--- src/rtl/huff_stream_if.sv ---
// huff_stream_if: symbol input stream and code-table output stream of the Huffman encoder
interface huff_stream_if #(parameter int SYM_W = 3);
  localparam int MAXL = 2 ** SYM_W - 1;
  localparam int LEN_W = $clog2(MAXL + 1);
  logic sym_valid;
  logic sym_ready;
  logic [SYM_W-1:0] sym_data;
  logic sym_last;
  logic tab_valid;
  logic tab_ready;
  logic [SYM_W-1:0] tab_sym;
  logic [LEN_W-1:0] tab_len;
  logic [MAXL-1:0] tab_code;
  logic tab_last;
  modport slave (
    input sym_valid, sym_data, sym_last, tab_ready,
    output sym_ready, tab_valid, tab_sym, tab_len, tab_code, tab_last
  );
  modport master (
    output sym_valid, sym_data, sym_last, tab_ready,
    input sym_ready, tab_valid, tab_sym, tab_len, tab_code, tab_last
  );
endinterface

--- src/rtl/huff_stream_encoder.sv ---
// huff_stream_encoder: block histogram, iterative Huffman tree, canonical table stream (HUFF_EMIT_ZERO_EN adds unused-symbol entries)
module huff_stream_encoder #(
  parameter int SYM_W = 3,
  parameter int CNT_W = 8
) (
  input  logic clk,
  input  logic rst,
  huff_stream_if.slave bus,
  output logic busy,
  output logic err_ovf
);
  localparam int SYMS = 2 ** SYM_W;
  localparam int NODES = 2 * SYMS - 1;
  localparam int MAXL = SYMS - 1;
  localparam int LEN_W = $clog2(MAXL + 1);
  localparam int WW = CNT_W + SYM_W;
  localparam int NW = $clog2(NODES);
  localparam int DW = SYM_W + 1;
  localparam logic [WW-1:0] SAT = WW'((1 << CNT_W) - 1);
  typedef enum logic [2:0] {COLLECT, BUILD_SCAN, BUILD_MERGE, DEPTH, EMIT, CLEAR} state_t;
  state_t state, state_n;
  logic [WW-1:0] wt [NODES];
  logic [NW-1:0] par [NODES];
  logic [LEN_W-1:0] dep [NODES];
  logic [NODES-1:0] act;
  logic [DW-1:0] d, m, cnt, d_next, total;
  logic [NW-1:0] idx, i1, i2, si, root, nxt;
  logic h1, h2, z, accept, new_sym, used, stall, hit, emit_done, scan_end;
  logic [LEN_W-1:0] l;
  logic [SYM_W-1:0] s;
  logic [MAXL-1:0] code;
  assign accept = bus.sym_valid & bus.sym_ready;
  assign si = NW'(bus.sym_data);
  assign new_sym = wt[si] == '0;
  assign d_next = d + DW'(new_sym);
  assign root = NW'(SYMS) + NW'(d) - NW'(2);
  assign nxt = NW'(SYMS) + NW'(m);
  assign used = wt[NW'(s)] != '0;
  assign stall = bus.tab_valid & ~bus.tab_ready;
  assign scan_end = s == SYM_W'(SYMS - 1);
`ifdef HUFF_EMIT_ZERO_EN
  assign total = DW'(SYMS);
`else
  assign total = d;
`endif
  assign hit = (state == EMIT) & ~stall & (cnt != total) & (z ? ~used : used & (dep[NW'(s)] == l));
  assign emit_done = bus.tab_valid & bus.tab_ready & bus.tab_last;
  assign bus.sym_ready = state == COLLECT;
  assign busy = state != COLLECT;
  // state register
  always_ff @(posedge clk or posedge rst)
    if (rst) state <= COLLECT;
    else state <= state_n;
  // phase sequencing
  always_comb begin
    state_n = state;
    case (state)
      COLLECT:     if (accept & bus.sym_last) state_n = d_next < DW'(2) ? DEPTH : BUILD_SCAN;
      BUILD_SCAN:  if (idx == NW'(NODES - 1)) state_n = BUILD_MERGE;
      BUILD_MERGE: state_n = m + DW'(2) == d ? DEPTH : BUILD_SCAN;
      DEPTH:       if (idx == '0) state_n = EMIT;
      EMIT:        if (emit_done) state_n = CLEAR;
      default:     state_n = COLLECT;
    endcase
  end
  // histogram, tree construction, depth walk and canonical table output
  always_ff @(posedge clk or posedge rst)
    if (rst) begin
      for (int i = 0; i < NODES; i++) begin
        wt[i] <= '0;
        par[i] <= '0;
        dep[i] <= '0;
      end
      act <= '0;
      err_ovf <= 1'b0;
      d <= '0;
      m <= '0;
      cnt <= '0;
      idx <= '0;
      i1 <= '0;
      i2 <= '0;
      h1 <= 1'b0;
      h2 <= 1'b0;
      z <= 1'b0;
      l <= '0;
      s <= '0;
      code <= '0;
      bus.tab_valid <= 1'b0;
      bus.tab_sym <= '0;
      bus.tab_len <= '0;
      bus.tab_code <= '0;
      bus.tab_last <= 1'b0;
    end else begin
      case (state)
        COLLECT: if (accept) begin
          if (wt[si] == SAT) err_ovf <= 1'b1;
          else wt[si] <= wt[si] + WW'(1);
          if (new_sym) begin
            d <= d_next;
            act[si] <= 1'b1;
          end
          idx <= (bus.sym_last & (d_next < DW'(2))) ? NW'(NODES - 1) : '0;
          h1 <= 1'b0;
          h2 <= 1'b0;
        end
        BUILD_SCAN: begin
          idx <= idx + NW'(1);
          if (act[idx]) begin
            if (!h1 || wt[idx] < wt[i1]) begin
              i2 <= i1;
              h2 <= h1;
              i1 <= idx;
              h1 <= 1'b1;
            end else if (!h2 || wt[idx] < wt[i2]) begin
              i2 <= idx;
              h2 <= 1'b1;
            end
          end
        end
        BUILD_MERGE: begin
          wt[nxt] <= wt[i1] + wt[i2];
          act[nxt] <= 1'b1;
          act[i1] <= 1'b0;
          act[i2] <= 1'b0;
          par[i1] <= nxt;
          par[i2] <= nxt;
          m <= m + DW'(1);
          h1 <= 1'b0;
          h2 <= 1'b0;
          idx <= m + DW'(2) == d ? NW'(NODES - 1) : '0;
        end
        DEPTH: begin
          dep[idx] <= d == DW'(1) ? LEN_W'(1) : idx == root ? '0 : dep[par[idx]] + LEN_W'(1);
          idx <= idx - NW'(1);
          l <= LEN_W'(1);
          s <= '0;
          code <= '0;
          cnt <= '0;
          z <= 1'b0;
        end
        EMIT: begin
          if (hit) begin
            bus.tab_valid <= 1'b1;
            bus.tab_sym <= s;
            bus.tab_len <= z ? '0 : l;
            bus.tab_code <= z ? '0 : code;
            bus.tab_last <= cnt + DW'(1) == total;
            cnt <= cnt + DW'(1);
          end else if (bus.tab_ready) bus.tab_valid <= 1'b0;
          if (!stall) begin
            s <= s + SYM_W'(1);
            if (!z) code <= scan_end ? (code + MAXL'(hit)) << 1 : code + MAXL'(hit);
            if (!z && scan_end) l <= l + LEN_W'(1);
`ifdef HUFF_EMIT_ZERO_EN
            if (!z && scan_end && l == LEN_W'(MAXL)) z <= 1'b1;
`endif
          end
        end
        CLEAR: begin
          for (int i = 0; i < NODES; i++) begin
            wt[i] <= '0;
            par[i] <= '0;
            dep[i] <= '0;
          end
          act <= '0;
          err_ovf <= 1'b0;
          d <= '0;
          m <= '0;
          bus.tab_valid <= 1'b0;
          bus.tab_last <= 1'b0;
        end
        default: ;
      endcase
    end
endmodule
--- src/flat_wrapper.sv ---
// flat-port wrapper written by rule: the top's interface ports become plain ports
module huff_stream_encoder_flat 
#(
  parameter int SYM_W = 3,
  parameter int CNT_W = 8
)
  (clk, rst, busy, err_ovf, bus_sym_valid, bus_sym_data, bus_sym_last, bus_tab_ready, bus_sym_ready, bus_tab_valid, bus_tab_sym, bus_tab_len, bus_tab_code, bus_tab_last);
  huff_stream_if #(.SYM_W(SYM_W)) bus_i ();
  input  logic clk;
  input  logic rst;
  output logic busy;
  output logic err_ovf;
  input wire logic [$bits(bus_i.sym_valid)-1:0] bus_sym_valid;
  input wire logic [$bits(bus_i.sym_data)-1:0] bus_sym_data;
  input wire logic [$bits(bus_i.sym_last)-1:0] bus_sym_last;
  input wire logic [$bits(bus_i.tab_ready)-1:0] bus_tab_ready;
  output wire logic [$bits(bus_i.sym_ready)-1:0] bus_sym_ready;
  output wire logic [$bits(bus_i.tab_valid)-1:0] bus_tab_valid;
  output wire logic [$bits(bus_i.tab_sym)-1:0] bus_tab_sym;
  output wire logic [$bits(bus_i.tab_len)-1:0] bus_tab_len;
  output wire logic [$bits(bus_i.tab_code)-1:0] bus_tab_code;
  output wire logic [$bits(bus_i.tab_last)-1:0] bus_tab_last;
  assign bus_i.sym_valid = bus_sym_valid;
  assign bus_i.sym_data = bus_sym_data;
  assign bus_i.sym_last = bus_sym_last;
  assign bus_i.tab_ready = bus_tab_ready;
  assign bus_sym_ready = bus_i.sym_ready;
  assign bus_tab_valid = bus_i.tab_valid;
  assign bus_tab_sym = bus_i.tab_sym;
  assign bus_tab_len = bus_i.tab_len;
  assign bus_tab_code = bus_i.tab_code;
  assign bus_tab_last = bus_i.tab_last;
  huff_stream_encoder #(.SYM_W(SYM_W), .CNT_W(CNT_W)) u_core (.clk(clk), .rst(rst), .bus(bus_i), .busy(busy), .err_ovf(err_ovf));
endmodule
--- config.mk ---
export PLATFORM = sky130hd
export DESIGN_NAME = huff_stream_encoder_flat
export DESIGN_NICKNAME = d
export VERILOG_FILES = /design/src/rtl/huff_stream_if.sv /design/src/rtl/huff_stream_encoder.sv /design/src/flat_wrapper.sv
export SDC_FILE = /design/constraint.sdc
export NUM_CORES = 1
export LEC_CHECK = 0
export ABC_AREA = 1
export CORE_AREA = 2 2 221 223
export DETAILED_ROUTE_END_ITERATION = 8
export DIE_AREA = 0 0 223 225
export GPL_TIMING_DRIVEN = 0
export PLACE_DENSITY_LB_ADDON = 0.12
export SYNTH_ARGS = -nofsm -noshare
export SYNTH_HDL_FRONTEND = slang
export SYNTH_SLANG_ARGS = --single-unit
--- constraint.sdc ---
create_clock -name clk -period 14.75 [get_ports clk]
set_clock_uncertainty 0.2 [all_clocks]
set_input_delay 1.475 -clock clk [delete_from_list [all_inputs] [get_ports clk]]
set_output_delay 1.475 -clock clk [all_outputs]
set_load 0.1 [all_outputs]
==> flow_metrics.tcl <==
set metrics [dict create \
    outcome "finished, violations left" \
    violations "DRC, capacitance limit, slew limit" \
    seqPwrFrac 0.205 \
    tightest_slew_ns 1.64 \
    cp.required_ns 15.03 \
    coreArea_sq_mm 0.0475 \
    synth_compound_area_frac 0.253 \
    fp-row-count 80 \
    max_freq_mhz 130 \
    drive_above_1_share 0.0693 \
    clk_pin_slew_worst_paths_ns 0.06 \
    postCtsSetupBuffers 0 \
    synth_top_area_frac 0.364 \
    critPathKind "reg2reg" \
    drt-initial-drc-count 5278 \
    place_worst_setup_slack_ns 7.69 \
    max-cap-violations 1 \
    synth_area_per_cell_sq_um 7.08 \
    cts_resized 0 \
    path_common_cell "nand2_1" \
    nets 3463 \
    finalCriticalPeriod_ns 7.68 \
    portBuffers 23 \
    synth-seq-cells 343 \
    p_switching_w 0.00384 \
    yosysUniqueCellTypes 62 \
    yosys.area_share.simple 0.243 \
    grt_usage 0.481 \
    grt_pass1_vias 25500 \
    pwr_density_cell_mw_per_mm2 252 \
    setup_slack_ns 7.07 \
    pwr-share-comb 0.629 \
    globalplace.congestion 1.07 \
    area_delta_synth_final_pct 10.8 \
    maxSlewHeadroom -0.0991 \
    dpl.hpwl_um 89300 \
    start_util 0.496 \
    hp-class "reg2reg" \
    ys_warn_count 0 \
    utilization 0.550 \
    hold_violations 0 \
    p_sw_frac 0.583 \
    globalRouteOverflowTotal 0 \
    cts.sink_count 343 \
    die_h_um 225 \
    worst-path-buf-inv 5 \
    synthMuxAreaShare 0.000424 \
    slowest_delay_ns 0.95 \
    wl_per_cell_um 30.3 \
    crit_fanout 10 \
    cts_tree "done" \
    yosys.area_share.xor_xnor 0.0119 \
    antenna_found_initial 7 \
    synth_top_family_by_area "compound AO/OA/AOI/OAI gates" \
    peakVddDrop_v 0.000142 \
    fin_area_sq_mm 0.0261 \
    nFillCells 4554 \
    final_cell_mix "800 x nand2_1, 407 x o21ai_0, 343 x dfrtp_1, 338 x inv_1, 288 x o22ai_1" \
    regArea_sq_mm 0.00858 \
    p_leak_nw 11.6 \
    drt_first_pass_iters 9 \
    root_buffer "clkbuf_16" \
    layout_commonest_cell "nand2_1" \
    yosys-top-cells-area "dfrtp_1 36%, nand2_1 13%, o21ai_0 8.6%, o22ai_1 7.6%, inv_1 5.4%" \
    dieArea_sq_mm 0.0502 \
    cp-end-kind "register" \
    vias 27800 \
    die_x_um 223 \
    cts_buffer_depth 3 \
    cell_internal_pwr_w 0.00275 \
    grt_max_degree 128 \
    cts_buffers 40 \
    pin_count 26 \
    synthesis.nets 3393 \
    routed_wirelength_um 123000 \
    async_reset_ff_frac 1.00 \
    multi_input_area_sq_mm 0.0127 \
    cp-start-kind "register" \
    setup_tns_ns 0 \
    finalMaxSlewViolations 9 \
    setup_viol 0 \
    synthesis.area_sq_mm 0.0236 \
    yosysSeqAreaShare 0.364 \
    clk-insertion-delay-late_ns 0.59 \
    antenna_left 0 \
    post-route-period-util 0.521 \
    dpl_cell_area_sq_mm 0.0247 \
    synth_edf_count 0 \
    syn_inst 3333 \
    crit_slowest_cell "xor2_1" \
    crit_family "buffers and inverters" \
    crit_chain "buf_2, nand2_1, clkbuf_1, buf_1, o22ai_1, o21ai_0, nand2_1, nor3_1, inv_1, ha_1, nand3_1, nand2_1, nand4_1, nand2_1, xor2_1, clkbuf_1, nand2_1, o211ai_1, nand2_1, nand2_1, nand2_1" \
    grt_pass1_wl_um 175000 \
    htreeDepth 2 \
    yosysTopAreaCell "dfrtp_1" \
    cts_hold_buf 0 \
    via_per_inst 6.85 \
    synth_fa_ha_area_frac 0.0282 \
    synth_flop_cell "dfrtp_1" \
    clockPowerShare 0.166 \
    grt_setup_unrepaired "no" \
    crit_arrival_ns 7.96 \
    drc 29 \
]
-- registers in the layout, indices dropped and copies added (netlist names) --
| name | count |
|---|---|
| u_core.wt | 165 |
| u_core.par | 60 |
| u_core.dep | 45 |
| u_core.act | 15 |
| u_core.bus.tab_code | 7 |
| u_core.code | 7 |
| u_core.cnt | 4 |
| u_core.d | 4 |
| u_core.i1 | 4 |
| u_core.i2 | 4 |
| u_core.idx | 4 |
| u_core.m | 4 |
| u_core.bus.tab_len | 3 |
| u_core.bus.tab_sym | 3 |
| u_core.l | 3 |
| u_core.s | 3 |
| u_core.state | 3 |
| u_core.bus.tab_last | 1 |
| u_core.bus.tab_valid | 1 |
| u_core.err_ovf | 1 |
| u_core.h1 | 1 |
| u_core.h2 | 1 |
-- worst paths after layout --
path | cells after the start | slack (ns) | endpoint | start
worst max-delay path | 21 | 7.07 | u_core.wt[139]$_DFFE_PP0P_ | u_core.i1[1]$_DFFE_PP0P_
worst min-delay path | 2 | 0.28 | u_core.dep[8]$_DFFE_PP0P_ | u_core.dep[8]$_DFFE_PP0P_
worst max register to register | 21 | 7.07 | u_core.wt[139]$_DFFE_PP0P_ | u_core.i1[1]$_DFFE_PP0P_
worst min register to register | 2 | 0.28 | u_core.dep[8]$_DFFE_PP0P_ | u_core.dep[8]$_DFFE_PP0P_
max in group asynchronous | 4 | 12.05 | u_core.par[25]$_DFFE_PP0P_ | rst
min in group asynchronous | 2 | 1.05 | u_core.wt[159]$_DFFE_PP0P_ | rst
-- cell usage after synthesis (all sizes together) (2+ instances only) --
| cell type | count |
|---|---|
| a211oi | 3 |
| a21boi | 4 |
| a21oi | 117 |
| a221oi | 16 |
| a22o | 3 |
| a22oi | 26 |
| a31oi | 9 |
| a32o | 4 |
| buf | 89 |
| clkbuf | 91 |
| clkinv | 11 |
| dfrtp | 343 |
| fa | 2 |
| ha | 50 |
| inv | 362 |
| nand2 | 819 |
| nand3 | 188 |
| nand3b | 2 |
| nand4 | 55 |
| nor2 | 219 |
| nor3 | 22 |
| nor4 | 8 |
| o2111ai | 5 |
| o211ai | 18 |
| o21ai | 481 |
| o21bai | 22 |
| o221a | 3 |
| o221ai | 21 |
| o22ai | 288 |
| o31ai | 2 |
| or2 | 10 |
| xnor2 | 12 |
| xor2 | 20 |
-- metal layers --
| layer | track usage | vias to the layer above | wire length (um) |
|---|---|---|---|
| li1 | - | 11600 | - |
| met1 | 0.617 | 13000 | 45700 |
| met2 | 0.687 | 2448 | 49100 |
| met3 | 0.183 | 630 | 18600 |
| met4 | 0.290 | 10 | 9110 |
| met5 | 0 | - | 66 |
-- power by group through the flow --
stage | Combinational (W) | Clock (W) | Sequential [W]
floorplan | 0.00223 | 0 | 0.00132
global route | 0.00422 | 0.00113 | 0.00136
finish | 0.00415 | 0.00110 | 0.00135
detailed placement | 0.00381 | 0 | 0.00135
global placement | 0.00376 | 0 | 0.00134
CTS | 0.00384 | 0.00109 | 0.00133
-- cells by family (layout without fill, tap and decap cells) --
family	count (synthesis)	after routing
and+or+nand+nor	1324	1324
AOI/OAI and AO/OA	1028	1028
buffers and inverters	553	652
DFF	343	343
adders and majority gates	52	52
xor gates and xnor gates	32	32
muxes	1	1
other	0	4
-- per-stage QoR --
step                      hold WS [ns]  instances  power [W]
after global routing             0.306       4047    0.00671
final                            0.284       4051    0.00659
after detailed placement         0.262       3976    0.00516
after floorplan                  0.241       3333    0.00356
after global placement           0.256       3971    0.00510
after CTS                        0.276       4047    0.00626
-- tightest hold or removal path, delay by kind of cell, from the launching register on --
kind	cells	cell delay (ns)
flip-flops	1	0.34
AND/OR/NAND/NOR	2	0.11
-- final cells by class --
type                       instances  area share
antenna                            4    0.000383
clock inverter                    17     0.00967
clock buffer                      54      0.0442
timing repair buffer              28      0.0130
tap                              615      0.0294
buffer                           180      0.0361
inverter                         373      0.0540
multi-input combinational       2437       0.485
sequential                       343       0.328
Note: power is estimated with default switching activity, not from simulation.
